## src/rtl/core_bus_arbiter_if.sv

```systemverilog
// rtl/core_bus_arbiter_if.sv - Request/grant and command-bus signal bundle for core_bus_arbiter
//
// Purpose: groups the per-core send interface and the bus transmit port.
// Modports:
//   master - arbiter side: samples send_req/broadcast_mode/dst_ids/instructions/bus_ready,
//            drives send_grant, bus_valid, bus_src_id, bus_dst_id, bus_broadcast,
//            bus_instr, req_overwrite, bus_timeout, busy.
//   slave  - requester/bus side: the mirror image of master.

interface core_bus_arbiter_if #(
    parameter int NUM_CORES   = 4,
    parameter int INSTR_WIDTH = 2
);
    localparam int ID_W = $clog2(NUM_CORES);

    logic [NUM_CORES-1:0]             send_req;
    logic [NUM_CORES-1:0]             broadcast_mode;
    logic [NUM_CORES*ID_W-1:0]        dst_ids;
    logic [NUM_CORES*INSTR_WIDTH-1:0] instructions;
    logic [NUM_CORES-1:0]             send_grant;

    logic                             bus_valid;
    logic                             bus_ready;
    logic [ID_W-1:0]                  bus_src_id;
    logic [ID_W-1:0]                  bus_dst_id;
    logic                             bus_broadcast;
    logic [INSTR_WIDTH-1:0]           bus_instr;

    logic                             req_overwrite;
    logic                             bus_timeout;
    logic                             busy;

    modport master (
        input  send_req, broadcast_mode, dst_ids, instructions, bus_ready,
        output send_grant, bus_valid, bus_src_id, bus_dst_id, bus_broadcast,
               bus_instr, req_overwrite, bus_timeout, busy
    );

    modport slave (
        output send_req, broadcast_mode, dst_ids, instructions, bus_ready,
        input  send_grant, bus_valid, bus_src_id, bus_dst_id, bus_broadcast,
               bus_instr, req_overwrite, bus_timeout, busy
    );
endinterface

```

## src/rtl/core_bus_arbiter.sv

```systemverilog
// rtl/core_bus_arbiter.sv - Round-robin arbiter for the shared inter-core command bus
//
// Purpose: latches single-cycle per-core send requests as pending commands and
// launches one at a time onto the bus with a valid/ready handshake, rotating
// priority starting after the most recently granted core.
// Ports:
//   clk     - clock, rising edge
//   resetn  - asynchronous active-low reset
//   bus_if  - core_bus_arbiter_if.master (send_req/broadcast_mode/dst_ids/
//             instructions in, send_grant out, bus_* command port,
//             req_overwrite/bus_timeout/busy status pulses and level)
// Optional feature macro: ARB_TIMEOUT_EN - abandons a transfer after
//   TIMEOUT_CYCLES stalled XFER cycles and pulses bus_timeout.

module core_bus_arbiter #(
    parameter int NUM_CORES      = 4,
    parameter int INSTR_WIDTH    = 2,
    parameter int TIMEOUT_CYCLES = 256
) (
    input  logic               clk,
    input  logic               resetn,
    core_bus_arbiter_if.master bus_if
);
    localparam int ID_W = $clog2(NUM_CORES);

    typedef enum logic {
        IDLE = 1'b0,
        XFER = 1'b1
    } state_t;

    state_t                 state;
    logic [NUM_CORES-1:0]   pending;
    logic [NUM_CORES-1:0]   cmd_bcast;
    logic [ID_W-1:0]        cmd_dst   [NUM_CORES];
    logic [INSTR_WIDTH-1:0] cmd_instr [NUM_CORES];
    logic [ID_W-1:0]        rr_last;

    logic                   found;
    logic [ID_W-1:0]        sel_idx;
    logic [ID_W-1:0]        scan_sel;
    int                     scan_idx;
    logic [NUM_CORES-1:0]   grant_vec;
    logic [NUM_CORES-1:0]   pending_nxt;
    logic                   tmo_hit;
    logic                   xfer_nxt;

`ifdef ARB_TIMEOUT_EN
    localparam int TMO_W = $clog2(TIMEOUT_CYCLES + 1);
    logic [TMO_W-1:0] tmo_cnt;
`endif

    // Rotating scan: first pending core at rr_last+1, rr_last+2, ... mod NUM_CORES.
    always_comb begin
        found    = 1'b0;
        sel_idx  = '0;
        scan_idx = 0;
        scan_sel = '0;
        for (int k = 1; k <= NUM_CORES; k++) begin
            scan_idx = (int'(rr_last) + k) % NUM_CORES;
            scan_sel = ID_W'(scan_idx);
            if (!found && pending[scan_sel]) begin
                found   = 1'b1;
                sel_idx = scan_sel;
            end
        end
    end

    always_comb begin
        grant_vec = '0;
        if (state == IDLE && found) begin
            grant_vec = NUM_CORES'(1) << sel_idx;
        end
        // A request on the granting edge re-arms the bit with the new command.
        pending_nxt = (pending & ~grant_vec) | bus_if.send_req;
`ifdef ARB_TIMEOUT_EN
        tmo_hit = (state == XFER) && !bus_if.bus_ready &&
                  (tmo_cnt == TMO_W'(TIMEOUT_CYCLES - 1));
`else
        tmo_hit = 1'b0;
`endif
        if (state == IDLE) begin
            xfer_nxt = found;
        end else begin
            xfer_nxt = !(bus_if.bus_ready || tmo_hit);
        end
    end

    always_ff @(posedge clk or negedge resetn) begin
        if (!resetn) begin
            state                <= IDLE;
            pending              <= '0;
            cmd_bcast            <= '0;
            rr_last              <= ID_W'(NUM_CORES - 1);
            bus_if.send_grant    <= '0;
            bus_if.bus_valid     <= 1'b0;
            bus_if.bus_src_id    <= '0;
            bus_if.bus_dst_id    <= '0;
            bus_if.bus_broadcast <= 1'b0;
            bus_if.bus_instr     <= '0;
            bus_if.req_overwrite <= 1'b0;
            bus_if.bus_timeout   <= 1'b0;
            bus_if.busy          <= 1'b0;
            for (int i = 0; i < NUM_CORES; i++) begin
                cmd_dst[i]   <= '0;
                cmd_instr[i] <= '0;
            end
`ifdef ARB_TIMEOUT_EN
            tmo_cnt              <= '0;
`endif
        end else begin
            bus_if.send_grant    <= grant_vec;
            // Replacing a command that is being granted this edge is not an overwrite.
            bus_if.req_overwrite <= |(bus_if.send_req & pending & ~grant_vec);
            bus_if.busy          <= xfer_nxt || (|pending_nxt);
            bus_if.bus_timeout   <= tmo_hit;
            pending              <= pending_nxt;

            for (int i = 0; i < NUM_CORES; i++) begin
                if (bus_if.send_req[i]) begin
                    cmd_bcast[i] <= bus_if.broadcast_mode[i];
                    cmd_dst[i]   <= bus_if.dst_ids[i*ID_W +: ID_W];
                    cmd_instr[i] <= bus_if.instructions[i*INSTR_WIDTH +: INSTR_WIDTH];
                end
            end

            case (state)
                IDLE: begin
                    if (found) begin
                        bus_if.bus_valid     <= 1'b1;
                        bus_if.bus_src_id    <= sel_idx;
                        bus_if.bus_dst_id    <= cmd_dst[sel_idx];
                        bus_if.bus_broadcast <= cmd_bcast[sel_idx];
                        bus_if.bus_instr     <= cmd_instr[sel_idx];
                        rr_last              <= sel_idx;
                        state                <= XFER;
`ifdef ARB_TIMEOUT_EN
                        tmo_cnt              <= '0;
`endif
                    end
                end
                XFER: begin
                    // Handshake wins over a timeout landing on the same edge.
                    if (bus_if.bus_ready) begin
                        bus_if.bus_valid <= 1'b0;
                        state            <= IDLE;
                    end
`ifdef ARB_TIMEOUT_EN
                    else if (tmo_hit) begin
                        bus_if.bus_valid <= 1'b0;
                        state            <= IDLE;
                    end else begin
                        tmo_cnt <= tmo_cnt + TMO_W'(1);
                    end
`endif
                end
                default: begin
                    state <= IDLE;
                end
            endcase
        end
    end
endmodule

```

## src/flat_wrapper.sv

```systemverilog
// flat-port wrapper written by rule: the top's interface ports become plain ports
module core_bus_arbiter_flat 
#(
    parameter int NUM_CORES      = 4,
    parameter int INSTR_WIDTH    = 2,
    parameter int TIMEOUT_CYCLES = 256
)
  (clk, resetn, bus_if_send_req, bus_if_broadcast_mode, bus_if_dst_ids, bus_if_instructions, bus_if_bus_ready, bus_if_send_grant, bus_if_bus_valid, bus_if_bus_src_id, bus_if_bus_dst_id, bus_if_bus_broadcast, bus_if_bus_instr, bus_if_req_overwrite, bus_if_bus_timeout, bus_if_busy);
  core_bus_arbiter_if #(.NUM_CORES(NUM_CORES), .INSTR_WIDTH(INSTR_WIDTH)) bus_if_i ();
  input  logic clk;
  input  logic resetn;
  input wire logic [$bits(bus_if_i.send_req)-1:0] bus_if_send_req;
  input wire logic [$bits(bus_if_i.broadcast_mode)-1:0] bus_if_broadcast_mode;
  input wire logic [$bits(bus_if_i.dst_ids)-1:0] bus_if_dst_ids;
  input wire logic [$bits(bus_if_i.instructions)-1:0] bus_if_instructions;
  input wire logic [$bits(bus_if_i.bus_ready)-1:0] bus_if_bus_ready;
  output wire logic [$bits(bus_if_i.send_grant)-1:0] bus_if_send_grant;
  output wire logic [$bits(bus_if_i.bus_valid)-1:0] bus_if_bus_valid;
  output wire logic [$bits(bus_if_i.bus_src_id)-1:0] bus_if_bus_src_id;
  output wire logic [$bits(bus_if_i.bus_dst_id)-1:0] bus_if_bus_dst_id;
  output wire logic [$bits(bus_if_i.bus_broadcast)-1:0] bus_if_bus_broadcast;
  output wire logic [$bits(bus_if_i.bus_instr)-1:0] bus_if_bus_instr;
  output wire logic [$bits(bus_if_i.req_overwrite)-1:0] bus_if_req_overwrite;
  output wire logic [$bits(bus_if_i.bus_timeout)-1:0] bus_if_bus_timeout;
  output wire logic [$bits(bus_if_i.busy)-1:0] bus_if_busy;
  assign bus_if_i.send_req = bus_if_send_req;
  assign bus_if_i.broadcast_mode = bus_if_broadcast_mode;
  assign bus_if_i.dst_ids = bus_if_dst_ids;
  assign bus_if_i.instructions = bus_if_instructions;
  assign bus_if_i.bus_ready = bus_if_bus_ready;
  assign bus_if_send_grant = bus_if_i.send_grant;
  assign bus_if_bus_valid = bus_if_i.bus_valid;
  assign bus_if_bus_src_id = bus_if_i.bus_src_id;
  assign bus_if_bus_dst_id = bus_if_i.bus_dst_id;
  assign bus_if_bus_broadcast = bus_if_i.bus_broadcast;
  assign bus_if_bus_instr = bus_if_i.bus_instr;
  assign bus_if_req_overwrite = bus_if_i.req_overwrite;
  assign bus_if_bus_timeout = bus_if_i.bus_timeout;
  assign bus_if_busy = bus_if_i.busy;
  core_bus_arbiter #(.NUM_CORES(NUM_CORES), .INSTR_WIDTH(INSTR_WIDTH), .TIMEOUT_CYCLES(TIMEOUT_CYCLES)) u_core (.clk(clk), .resetn(resetn), .bus_if(bus_if_i));
endmodule
```

## config.mk

```make
export PLATFORM = sky130hd
export DESIGN_NAME = core_bus_arbiter_flat
export DESIGN_NICKNAME = d
export VERILOG_FILES = /design/src/rtl/core_bus_arbiter_if.sv /design/src/rtl/core_bus_arbiter.sv /design/src/flat_wrapper.sv
export SDC_FILE = /design/constraint.sdc
export NUM_CORES = 1
export LEC_CHECK = 0
export BUFFER_PORTS_ARGS = -buffer_cell sky130_fd_sc_hd__buf_2
export CORE_MARGIN = 2
export CORE_UTILIZATION = 44
export DETAILED_ROUTE_END_ITERATION = 8
export GPL_TIMING_DRIVEN = 0
export PLACE_DENSITY = 0.67
export SYNTH_ARGS = -nofsm -noshare
export SYNTH_HDL_FRONTEND = slang
export SYNTH_SLANG_ARGS = --single-unit
```

## constraint.sdc

```tcl
create_clock -name clk -period 2.6 [get_ports clk]
set_input_delay 0.26 -clock clk [delete_from_list [all_inputs] [get_ports clk]]
set_output_delay 0.26 -clock clk [all_outputs]
set_load 0.02 [all_outputs]
```

==> results by group <==
Worst setup path
  – Critical-path cell list: o21ai_1 > o221ai_2 > nand2_1 > o21a_1 > or2_1 > or4b_1
  – Cell type of the slowest stage on the worst timing path: dfstp_2
  – Setup crit end kind: flip-flop
  – Crit path largest cell delay: 0.57 ns
  – Max Fanout on Critical Path: 7
  – Required time reported for the critical path endpoint: 2.77 ns
  – Crit path DAT: ~2.5 ns
  – Classification of the worst setup path: flip-flop to flip-flop
  – Reg2reg setup slack: between 0.3 and 0.4 ns
  – Setup crit start kind: flip-flop

Final layout
  – Final Instance Area: ~2100 sq um
  – Number of nets in the finished design: around 210
  – Antenna fix cells: 0
  – Area added between synthesis and finish: 19.06%
  – Layout fillers: 351
  – Flip-flop and latch area: about 1000 sq um
  – Share of post-route cells with drive strength above 1: 39.78%
  – Multi-input gate area: between 700 and 800 sq um

Logic synthesis
  – Synth unique cells: 32
  – Flop and latch count out of synthesis: just over 40
  – Fraction of the yosys area taken by sequential cells: slightly below 60%
  – Net count after synthesis: roughly 170
  – Most area-consuming cells after synthesis: dfrtp_1 55%, mux2_2 13%, mux2i_1 5.6%
  – Top cells by instance count after synthesis: 39 x dfrtp_1, 20 x mux2_2, 10 x mux2i_1
  – Cell area after synthesis: between 1500 and 2000 sq um
  – Cell taking the most area after synthesis: dfrtp_1
  – Share of the synthesized area in the top cell type: between 50% and 60%
  – Proportion of synthesized flip-flops having asynchronous set or reset: between 90% and 100%
  – Count of yosys warnings during synthesis: 0
  – Post-Syn Instances: between 100 and 150
  – Commonest register cell after synthesis: dfrtp_1
  – Avg Inst Size Synth: between 10 and 15 sq um
  – Dominant cell by count in the synthesized netlist: dfrtp_1
  – Post-synth EDFFs: 0

Place
  – HPWL after DPL: 2.478 mm
  – Dpl cell area: between 2000 and 2500 sq um
  – Number of port buffers: 36
  – Global placement routability congestion: roughly 0.78

Global routing
  – Vias in the first global route: around 1200
  – Initial antenna violation count: 0
  – First-pass GRT wire length: 5.582 mm
  – Gr usage total: around 17%
  – Overflow left after global routing: 0
  – Largest net degree at the start of global routing: 42

Clock tree
  – Number of CTS-inserted buffers: 5
  – Clock-pin slew reported for the worst setup and hold paths after clock tree synthesis: roughly 0.080 ns
  – Number of H-tree levels: 2
  – Setup Buffers After CTS: 0
  – Clock insertion delay at the later pin of the skew report: between 0.2 and 0.3 ns
  – Clock tree from TritonCTS: done
  – Count of hold-fix buffers inserted at cts: 0
  – Max clock buf depth: 2
  – Gates resized, CTS repair: 0
  – Sinks on Clock Net: 41
  – Clk root buf: clkbuf_8

STA
  – Fin crit share: 88.07%
  – Setup total negative slack: 0 ns
  – Maximum operating frequency: 436.7 MHz
  – Unrepaired setup endpoints after global routing: no
  – Headroom to the max-slew limit: 40.67%
  – Pin slew with the least headroom to its limit: 0.8899 ns
  – Slew Viols, Final: 0
  – Final critical delay including setup and external delays: roughly 2.3 ns
  – # setup viols final: 0
  – Final Hold Violating Endpoints: 0
  – Layout Skew: between 0.008 and 0.009 ns

Power
  – Internal Pwr Total: between 1 and 1.5 mW
  – Seq pwr share: between 40% and 50%
  – Worst IR Drop VDD: between 400 and 500 uV
  – Switching portion of total power: 36.16%
  – Clock network fraction of total power: roughly 20%
  – Cell Pwr Density: just over 1000 nW/um^2
  – Net load switching power: roughly 0.77 mW
  – Combinational share of power: 38.2%
  – Static leakage power: between 1 and 1.5 nW

Die
  – Count of pins on the block boundary: between 40 and 50
  – Horizontal extent of the die: 67.59 um
  – Total die area: about 4600 sq um
  – Initial cell density of the core: ~45%
  – Standard-cell rows: 23
  – Area of the core: around 4000 sq um
  – Height of the chip: a little under 70 um

Detailed routing
  – Count of TritonRoute iterations in the first routing pass: 4
  – Count of antenna-violating nets left after detailed routing: 0
  – Remaining routing DRC violations: 0
  – Initial drt markers: 55
  – Average via count per standard cell: approximately 5.2
  – Vias post-DR: around 1200
  – Routed wire length per instance: ~14 um
  – Post-detailed-routing wire length: roughly 3.4 mm

Min path
  – Path category of the worst min-delay check: input port to asynchronous set/reset pin

Job
  – Maximum capacitance violations: 0

Outcome
  – Outcome: finished, final reports clean
[cells in the final DEF, fill, tap and decap left out, types with 4 or more instances in the layout]
master / instances
dfrtp_1: 39
buf_2: 37
mux2_2: 20
mux2i_1: 10
nand2_1: 9
nor2_1: 8
a21o_1: 7
clkbuf_1: 6
clkbuf_8: 6
nand2b_1: 5
o22ai_1: 5
o21a_1: 4
a21oi_1: 4
[sequential cells by signal, indices dropped and copies added (netlist names), 2 cells and up]
| name | cells |
|---|---|
| u_core.cmd_dst | 8 |
| u_core.cmd_instr | 8 |
| u_core.bus_if.send_grant | 4 |
| u_core.cmd_bcast | 4 |
| u_core.pending | 4 |
| u_core.bus_if.bus_dst_id | 2 |
| u_core.bus_if.bus_instr | 2 |
| u_core.bus_if.bus_src_id | 2 |
| u_core.rr_last | 2 |
[worst max-delay path: cells and delay by family, from the launching register on]
kind | cells | cell delay [ns]
simple gates | 3 | 0.98
compound gates | 3 | 0.62
flops | 1 | 0.57
[cell families (layout without fill, tap and decap cells)]
| logic type | Yosys count | after routing | share of synthesized area [%] |
|---|---|---|---|
| AND/OR/NAND/NOR | 34 | 34 | 10.83 |
| multiplexers | 30 | 30 | 18.28 |
| flip-flops | 41 | 41 | 57.81 |
| other | 1 | 1 | 0.2108 |
| buffers and inverters | 10 | 54 | 2.391 |
| AO/OA/AOI/OAI | 26 | 26 | 10.48 |
[per-stage QoR]
step | util, % | instances | power, mW | hold WS [ns] | setup WS, ns
6_report | 53.73 | 236 | 2.132 | 0.08408 | 0.3101
5_1_grt | 53.73 | 236 | 2.274 | 0.1477 | 0.1490
4_1_cts | 53.73 | 236 | 2.162 | 0.1111 | 0.2897
3_5_place_dp | 51.29 | 228 | 1.728 | 0.4340 | 0.3076
3_3_place_gp | 51.29 | 228 | 1.700 | 0.4145 | 0.3361
2_1_floorplan | - | 142 | 1.490 | -0.03559 | 0.5587
[path summary, 6_finish.rpt]
check | startpoint | to | depth (start not counted)
worst max-delay path | u_core.rr_last[1]$_DFFE_PN1N_ | u_core.bus_if.busy$_DFF_PN0_ | 6
worst min-delay path | resetn | u_core.state$_DFF_PN0_ | 1
worst max register to register | u_core.rr_last[1]$_DFFE_PN1N_ | u_core.bus_if.busy$_DFF_PN0_ | 6
worst min register to register | u_core.bus_if.bus_broadcast$_DFFE_PN0N_ | u_core.bus_if.bus_broadcast$_DFFE_PN0N_ | 1
max in group asynchronous | resetn | u_core.cmd_dst[7]$_DFFE_PN0P_ | 1
min in group clk | bus_if_bus_ready | u_core.state$_DFF_PN0_ | 2
[power by group through the flow]
stage	sequential [mW]	combinational [mW]	clock, mW
2_1_floorplan	0.984	0.506	0
3_3_place_gp	0.896	0.804	0
3_5_place_dp	0.902	0.827	0
4_1_cts	0.891	0.828	0.443
5_1_grt	0.907	0.891	0.476
6_report	0.892	0.814	0.427
[cell type report]
type | count | share of cell area (%)
timing repair buffer | 36 | 8.506
clock buffer | 6 | 3.898
multi-input combinational | 91 | 33.43
buffer | 8 | 1.654
sequential | 41 | 48.55
clock inverter | 2 | 0.6497
inverter | 2 | 0.3544
tap | 50 | 2.953
[per-layer routing]
metal,vias up,share of wire (%),GRT usage (%)
met5,-,0,0
met4,0,1.6,7.143
met3,7,7.0,5.333
met2,39,49,28.19
met1,603,42,20.73
li1,587,-,-
Note: power is estimated with default switching activity, not from simulation.
